==> config.mk <==
export PLATFORM = sky130hd
export DESIGN_NAME = pmmu
export DESIGN_NICKNAME = d
export VERILOG_FILES = /design/src/rtl/pmmu.sv
export SDC_FILE = /design/constraint.sdc
export NUM_CORES = 1
export LEC_CHECK = 0
export ABC_CLOCK_PERIOD_IN_PS = 5000
export CORE_MARGIN = 3
export CORE_UTILIZATION = 63
export DETAILED_ROUTE_END_ITERATION = 6
export PLACE_DENSITY = 0.94
export SYNTH_ARGS = -nofsm -noshare
export SYNTH_HDL_FRONTEND = slang
export SYNTH_SLANG_ARGS = --single-unit
export TNS_END_PERCENT = 10
==> constraint.sdc <==
create_clock -name i_clk -period 5 [get_ports i_clk]
set_input_delay 0.75 -clock i_clk [delete_from_list [all_inputs] [get_ports i_clk]]
set_output_delay 0.75 -clock i_clk [all_outputs]
set_load 0.01 [all_outputs]
==> src/rtl/pmmu.sv <==
// pmmu: instruction-side paged MMU between the fetch unit and the interconnect.
// Define PMMU_FAULT_EN to implement entry valid bits, page-fault reporting and the fault status SRs.
module pmmu #(
   parameter int                              RW         = 16,
   parameter int                              PC_ADDR_W  = 16,
   parameter int                              OUT_ADDR_W = 24,
   parameter int                              PAGE_IDX_W = 4,
   parameter logic [RW-1:0]                   SR_BASE    = 16'h100,
   parameter logic [OUT_ADDR_W-PC_ADDR_W-1:0] DIS_PREFIX = 8'h80
) (
   input  logic                             i_clk,
   input  logic                             i_rst,
   input  logic                             i_req,
   input  logic [PC_ADDR_W-1:0]             i_addr,
   input  logic                             c_pag_en,
   input  logic                             c_long_mode,
   input  logic [OUT_ADDR_W-PC_ADDR_W-1:0]  i_long_high_addr,
   output logic                             o_valid,
   output logic [OUT_ADDR_W-1:0]            o_addr,
   output logic                             o_fault,
   input  logic [RW-1:0]                    i_sr_addr,
   input  logic [RW-1:0]                    i_sr_data,
   input  logic                             i_sr_we,
   output logic [RW-1:0]                    o_sr_rdata
);

   localparam int PAGES   = 1 << PAGE_IDX_W;
   localparam int OFF_W   = PC_ADDR_W - PAGE_IDX_W;
   localparam int HI_W    = OUT_ADDR_W - PC_ADDR_W;
   localparam int FRAME_W = OUT_ADDR_W - OFF_W;
   localparam int ENTRY_W = FRAME_W + 1;
   localparam logic [FRAME_W-1:0] FRAME_ONES = {FRAME_W{1'b1}};

   logic [ENTRY_W-1:0]    entry_q [PAGES];
   logic [ENTRY_W-1:0]    entry_d [PAGES];
   logic [HI_W-1:0]       highOff_q, highOff_d;
   logic                  valid_q, valid_d;
   logic [OUT_ADDR_W-1:0] addr_q, addr_d;
   logic                  fault_q, fault_d;
   logic [RW-1:0]         rdata_q, rdata_d;

   logic [RW-1:0]         srRel;
   logic                  srInBlock, srIsEntry, srIsHighOff, srIsFaultSt, srIsFaultAddr;
   logic [PAGE_IDX_W-1:0] srIdx;
   logic [PAGE_IDX_W-1:0] pageIdx;
   logic [HI_W-1:0]       longHigh;
   logic                  entryValid;
   logic                  reqFault;
   logic [OUT_ADDR_W-1:0] xlatAddr;
   logic [RW-1:0]         faultStatus;
   logic [RW-1:0]         faultAddrRd;
   logic                  unusedSrData;

   assign srRel         = i_sr_addr - SR_BASE;
   assign srInBlock     = (i_sr_addr >= SR_BASE);
   assign srIsEntry     = srInBlock && (srRel < RW'(PAGES));
   assign srIsHighOff   = srInBlock && (srRel == RW'(PAGES));
   assign srIsFaultSt   = srInBlock && (srRel == RW'(PAGES + 1));
   assign srIsFaultAddr = srInBlock && (srRel == RW'(PAGES + 2));
   assign srIdx         = srRel[PAGE_IDX_W-1:0];
   assign unusedSrData  = ^i_sr_data;

   assign pageIdx  = i_addr[PC_ADDR_W-1 -: PAGE_IDX_W];
   assign longHigh = i_long_high_addr + highOff_q;

   // Long mode outranks paging; a faulting lookup returns a zero address.
   always_comb begin
      xlatAddr = '0;
      reqFault = 1'b0;
      if (c_long_mode) begin
         xlatAddr = {longHigh, i_addr};
      end else if (c_pag_en) begin
         if (entryValid) begin
            xlatAddr = {entry_q[pageIdx][FRAME_W-1:0], i_addr[OFF_W-1:0]};
         end else begin
            reqFault = 1'b1;
         end
      end else begin
         xlatAddr = {DIS_PREFIX, i_addr};
      end
   end

   always_comb begin
      valid_d = i_req;
      fault_d = i_req & reqFault;
      addr_d  = i_req ? xlatAddr : addr_q;
   end

   // SR writes land at the clock edge, so a same-cycle lookup still sees the old contents.
   always_comb begin
      entry_d   = entry_q;
      highOff_d = highOff_q;
      if (i_sr_we && srIsEntry) begin
         entry_d[srIdx] = ENTRY_W'(i_sr_data);
      end
      if (i_sr_we && srIsHighOff) begin
         highOff_d = HI_W'(i_sr_data);
      end
   end

`ifdef PMMU_FAULT_EN
   logic                  sticky_q, sticky_d;
   logic [PAGE_IDX_W-1:0] faultIdx_q, faultIdx_d;
   logic [PC_ADDR_W-1:0]  faultAddr_q, faultAddr_d;
   logic                  faultClr;
   logic                  newFault;

   assign entryValid = entry_q[pageIdx][ENTRY_W-1];
   assign faultClr   = i_sr_we && srIsFaultSt;
   assign newFault   = i_req && reqFault;

   // A new fault wins over a same-cycle status clear so that it is never lost.
   always_comb begin
      sticky_d    = sticky_q;
      faultIdx_d  = faultIdx_q;
      faultAddr_d = faultAddr_q;
      if (newFault && (!sticky_q || faultClr)) begin
         sticky_d    = 1'b1;
         faultIdx_d  = pageIdx;
         faultAddr_d = i_addr;
      end else if (faultClr) begin
         sticky_d   = 1'b0;
         faultIdx_d = '0;
      end
   end

   always_ff @(posedge i_clk) begin
      if (i_rst) begin
         sticky_q    <= 1'b0;
         faultIdx_q  <= '0;
         faultAddr_q <= '0;
      end else begin
         sticky_q    <= sticky_d;
         faultIdx_q  <= faultIdx_d;
         faultAddr_q <= faultAddr_d;
      end
   end

   always_comb begin
      faultStatus                   = '0;
      faultStatus[RW-1]             = sticky_q;
      faultStatus[PAGE_IDX_W-1:0]   = faultIdx_q;
   end
   assign faultAddrRd = RW'(faultAddr_q);
`else
   assign entryValid  = 1'b1;
   assign faultStatus = '0;
   assign faultAddrRd = '0;
`endif

   always_comb begin
      rdata_d = '0;
      if (srIsEntry) begin
         rdata_d = RW'(entry_q[srIdx]);
      end else if (srIsHighOff) begin
         rdata_d = RW'(highOff_q);
      end else if (srIsFaultSt) begin
         rdata_d = faultStatus;
      end else if (srIsFaultAddr) begin
         rdata_d = faultAddrRd;
      end
   end

   // Entries 0 and 1 come up mapped to the top two frames so fetch can boot with paging on.
   always_ff @(posedge i_clk) begin
      if (i_rst) begin
         valid_q   <= 1'b0;
         addr_q    <= '0;
         fault_q   <= 1'b0;
         rdata_q   <= '0;
         highOff_q <= '0;
         for (int i = 0; i < PAGES; i++) begin
            entry_q[i] <= '0;
         end
         entry_q[0] <= {1'b1, FRAME_ONES - FRAME_W'(1)};
         entry_q[1] <= {1'b1, FRAME_ONES};
      end else begin
         valid_q   <= valid_d;
         addr_q    <= addr_d;
         fault_q   <= fault_d;
         rdata_q   <= rdata_d;
         highOff_q <= highOff_d;
         entry_q   <= entry_d;
      end
   end

   assign o_valid    = valid_q;
   assign o_addr     = addr_q;
   assign o_fault    = fault_q;
   assign o_sr_rdata = rdata_q;

endmodule

Word-level counts from Yosys, hierarchy flattened
Cells that the tools add are included.
{ "classes": {"n_addsub": 2, "magnitude_cmp": 5, "n_eq_ne": 1, "muxes": 13, "n_bitwise": 2, "n_reduce_logical": 6} }
{ "ops": {"columns": ["operator", "n"], "rows": [
  ["$bwmux W208", 1],
  ["$bmux W13 S4", 2],
  ["$demux W13 S4", 1],
  ["$mux W13", 4],
  ["$mux W24", 2],
  ["$mux W12", 2],
  ["$eq A16 B5 Y1 const B", 1],
  ["$ge A16 B9 Y1 const B", 1],
  ["$lt A16 B5 Y1 const B", 1],
  ["$sub A16 B9 Y16 const B", 1],
  ["$ge A5 B5 Y1 const B", 2],
  ["$not A4 Y5", 2],
  ["$add A8 B8 Y8", 1],
  ["$mux W8", 1],
  ["$logic_and A1 B1 Y1", 5],
  ["$lt A5 B1 Y1 const B", 1],
  ["$reduce_or A2 Y1", 1]
]} }
{ "totals": {"reg_bits": 257, "inputBits": 62, "out_inout_bits": 42, "elab_cells": 50} }

Depth between registers and ports, before layout
{ "depth": {"depth_word": 7, "mapped_depth": 9, "depth_no_buf": 9} }

Least setup slack after synthesis
No wires, ideal clock.
{ "synth_timing": {"path_kind": "input to register", "startpoint": "input i_sr_addr[1]", "endpoint": "register rdata_q[10], in the netlist o_sr_rdata[10]", "setup_time_ns": 0.125, "t_arrival_ns": 2.392, "required_ns": 4.875, "path_slack_ns": 2.483, "cell_stages": 6, "path_buffers": 3, "cell_sequence": "buf_2 -> buf_2 -> buf_1 -> mux4_2 -> mux4_2 -> nor2b_1"} }
{ "synth_between": {"elab_chain_cells": 6, "word_cells_on_any_way": 9} }
{ "synth_rtl": {"columns": ["element", "line", "text"], "rows": [
  ["from (decl)", "21", "input logic [RW-1:0] i_sr_addr,"],
  ["branches (longest 5 deep; another with $sub A16 B9 Y16)", null, null],
  ["$mux W13 *", "153", "if (srIsEntry) begin"],
  ["to (signal assigned)", "181", "rdata_q <= rdata_d;"],
  ["to (decl)", "40", "logic [RW-1:0] rdata_q, rdata_d;"]
]} }
Every way passes the cells marked *. The select of a mux whose other input is x is not followed.
A chain may end at the register's enable or synchronous reset.

Final worst setup path
{ "layout_timing": {"startpoint": "input i_sr_addr[2]", "endpoint": "register entry_q[200] in the netlist's numbering"} }
{ "layout_between": {"elab_chain_cells": 7, "word_cells_on_any_way": 12} }
{ "layout_rtl": {"columns": ["element", "line", "text"], "rows": [
  ["$sub A16 B9 Y16", "54", "assign srRel = i_sr_addr - SR_BASE;"],
  ["$not A4 Y5 (not written as such)", "94", "entry_d[srIdx] = ENTRY_W'(i_sr_data);"],
  ["$ge A5 B5 Y1 (not written as such) / $lt A5 B1 Y1 (equally long branches)", "94", null],
  ["$logic_and A1 B1 Y1 (not written as such)", "94", null],
  ["$mux W13 (not written as such)", "94", null],
  ["$demux W13 S4", "94", null],
  ["$bwmux W208", "94", null],
  ["to (signal assigned)", "183", "entry_q <= entry_d;"],
  ["to (decl)", "34", "logic [ENTRY_W-1:0] entry_q [PAGES];"]
]} }
Several ways; a longest one is shown, not always the timed one.

==> qor.yml <==
numCtsBuffers: 25
ant_nets: 0
grt_pass1_vias: 11400
final_area_um2: 14370
worst_slew_pin_slew_ns: 1.181
p_total_mw: 4.309
power_leakage_nw: 4.842
cp_max_fo: 25
wirelength_um: 40910
rsz0062_at_grt: "no"
outcome: "finished with violations"
synth_seq_area_share_pct: 40.23
r2r_start: "highOff_q[0]"
setup_viol: 0
slew_headroom_pct: 20.61
path_clk_slew_ns: 0.07
synthMuxAreaShare_pct: 30.54
holdPathStages: 2
clockBufferDepth: 3
violations: "design-rule violations"
worstHoldStart: "entry_q[25]"
grt-ovfl-total: 0
synth_ff_type: "dfxtp_1"
drt_pre_antenna_iters: 7
cts-resized-gates: 0
die_w_um: 147.6
die_height_um: 147.6
setup.worst_path.start_class: "primary input"
insertion_delay_ns: 0.53
synthSimpleGateAreaFrac_pct: 15.42
routabilityCongestion: 0.9005
fin_skew_ns: 0.008700
rrSetupSlack_ns: 2.64
nets: 1363
cp.arrival_ns: 3.76
grt_pass1_wl_um: 62940
core_area_um2: 19590
drv_cap: 0
worstReg2RegEnd: "o_addr[22]"
post-route-period-util_pct: 66.96
postPlaceCellArea_um2: 13550
cts.sinks: 254
cts_hold_buf: 0
wl_per_cell_um: 25.99
path_class: "in -> reg"
vdd_drop_max_mv: 0.2015
synth_area_per_cell_um2: 9.992
synth_cell_type_count: 51
synth_area_um2: 12640
antenna_found_initial: 1
avgViaCountPerCell: 7.047
cp_cell_sequence: "clkdlybuf4s50_1, nor4_1, nand2_1, or3_4, nor4_4, buf_4, nor2b_1, a211o_1"
cp-end-kind: "register"
p_per_area_nw_per_um2: 300.0
drc: 1
async_flop_share_pct: 0
synth_seq_cells: 254
finalSetupTns_ns: 0
critPathSlowestCell: "clkdlybuf4s50_1"
hp-class: "reg -> reg"
grtUsageTotal_pct: 36.97
dp.cells: 1531
fin_crit_ns: 3.348
slew_viol_final: 0
yosys.area_share.adder_pct: 0.8513
synth_compound_area_share_pct: 7.474
die-area_um2: 21800
place_hpwl_um: 24020
synth-xor-area-share_pct: 0.3465
drt_iter0_drc: 2119
cts-root-buf: "clkbuf_16"
r2r_cells: 9
utilization_pct: 73.33
final_cells: 1574
hold_viol: 0
clock.fmax_mhz: 298.7
htreeDepth: 1
area_growth_syn_to_layout_pct: 13.65
ios: 104
vias: 11090
synth_top_family_by_area: "multiplexers"
layout-drive-gt1-share_pct: 16.21
syn_inst: 1265
synth_edf_count: 0
initial_utilization_pct: 64.52
rows: 51
max_stage_delay_ns: 0.87
crit_required_ns: 5.41
grt_max_degree: 115
ys.warnings.count: 0
postCtsSetupBuffers: 0
hold_end: "entry_q[25]"
cts_tree: "done"
port_buffers: 96
-- cell usage in the layout, fill, tap and decap left out, drive strengths merged, types with 5 or more instances in the layout --
| cell type | instances |
|---|---|
| a211o | 12 |
| a21oi | 114 |
| buf | 32 |
| clkbuf | 35 |
| clkdlybuf4s50 | 91 |
| dfxtp | 254 |
| ha | 7 |
| inv | 16 |
| mux2i | 128 |
| mux4 | 113 |
| nand2 | 208 |
| nor2 | 156 |
| nor2b | 24 |
| nor3 | 25 |
| nor4 | 5 |
| o21ai | 20 |
| or2 | 5 |
| or3 | 6 |
-- worst max path at each step --
stage / to / from
6_report: entry_q[200] / i_sr_addr[2]
2_1_floorplan: o_sr_rdata[10] / i_sr_addr[1]
5_1_grt: entry_q[200] / i_sr_addr[2]
3_3_place_gp: entry_q[149] / i_sr_addr[2]
4_1_cts: entry_q[200] / i_sr_addr[2]
3_5_place_dp: highOff_q[4] / i_sr_addr[2]
-- cell usage after synthesis (2+ instances only) --
cell | n | area (µm²)
or3_4 | 2 | 22.52
or3_1 | 4 | 25.02
nor3_1 | 20 | 100.1
mux4_2 | 113 | 2545
nor2_2 | 3 | 18.77
buf_6 | 6 | 67.56
xnor2_1 | 3 | 26.28
nand3_1 | 3 | 15.01
or2_2 | 5 | 31.28
nand2_1 | 208 | 780.8
nand2b_1 | 3 | 18.77
buf_1 | 7 | 26.28
buf_4 | 9 | 67.56
nor4_4 | 2 | 42.54
o211ai_1 | 2 | 15.01
o311ai_0 | 2 | 17.52
a21o_1 | 4 | 30.03
nor3_4 | 2 | 32.53
o21ai_0 | 20 | 100.1
mux2i_1 | 128 | 1281
o22ai_1 | 4 | 25.02
nor2b_1 | 24 | 150.1
nor4_1 | 2 | 12.51
ha_1 | 7 | 87.58
o221ai_1 | 3 | 26.28
mux2_2 | 3 | 33.78
nor3_2 | 3 | 30.03
dfxtp_1 | 254 | 5085
a211o_1 | 12 | 105.1
nor2_1 | 153 | 574.3
a211oi_1 | 3 | 22.52
a21oi_1 | 114 | 570.6
clkbuf_1 | 70 | 262.8
buf_2 | 33 | 165.2
nand4_1 | 4 | 25.02
inv_1 | 14 | 52.55
xor2_1 | 2 | 17.52
-- worst max-delay path: cells and delay by family --
family | cells | cell delay, ns
and+or+nand+nor | 5 | 1.42
buffers and inverters | 2 | 1.27
AOI/OAI and AO/OA | 1 | 0.30
-- registers in the layout, summed over array words and instances (netlist names) --
register    count
o_sr_rdata     13
o_valid         1
highOff_q       8
entry_q       208
o_addr         24
-- cell families after synthesis --
| kind of cell | Yosys count |
|---|---|
| xor+xnor | 5 |
| mux | 244 |
| buf+inv | 140 |
| simple gates | 445 |
| other cells | 1 |
| flops | 254 |
| compound gates | 168 |
| fa+ha+maj | 8 |
-- power breakdown --
part / total (mW) / internal, mW / switching (mW) / leakage (nW)
registers: 2.04 / 2.04 / 0.00745 / 2.05
clock network: 1.91 / 1.11 / 0.806 / 0.404
logic: 0.355 / 0.143 / 0.212 / 2.39
-- through the flow --
stage	hold slack, ns	setup slack (ns)
after global placement	0.4366	1.415
after global routing	0.4797	1.622
after CTS	0.4561	1.767
after floorplan	0.4331	2.483
after detailed placement	0.4475	1.328
final	0.4510	1.652
-- cell type report --
| cell class | count | area, µm² |
|---|---|---|
| sequential | 254 | 5085 |
| fill | 1115 | 5225 |
| clock buffer | 35 | 723.2 |
| inverter | 15 | 56.30 |
| clock inverter | 7 | 88.84 |
| multi-input combinational | 874 | 6928 |
| timing repair buffer | 123 | 1150 |
| tap | 265 | 331.6 |
| antenna | 1 | 2.502 |
-- per-layer routing --
metal,track usage [%],share of wire (%),vias up
li1,-,-,4506
met1,43.40,31,5095
met2,58.18,45,1121
met3,9.749,14,370
met4,28.29,9.6,0
met5,0,0,-
No activity file was read; power rests on OpenSTA's default activity.
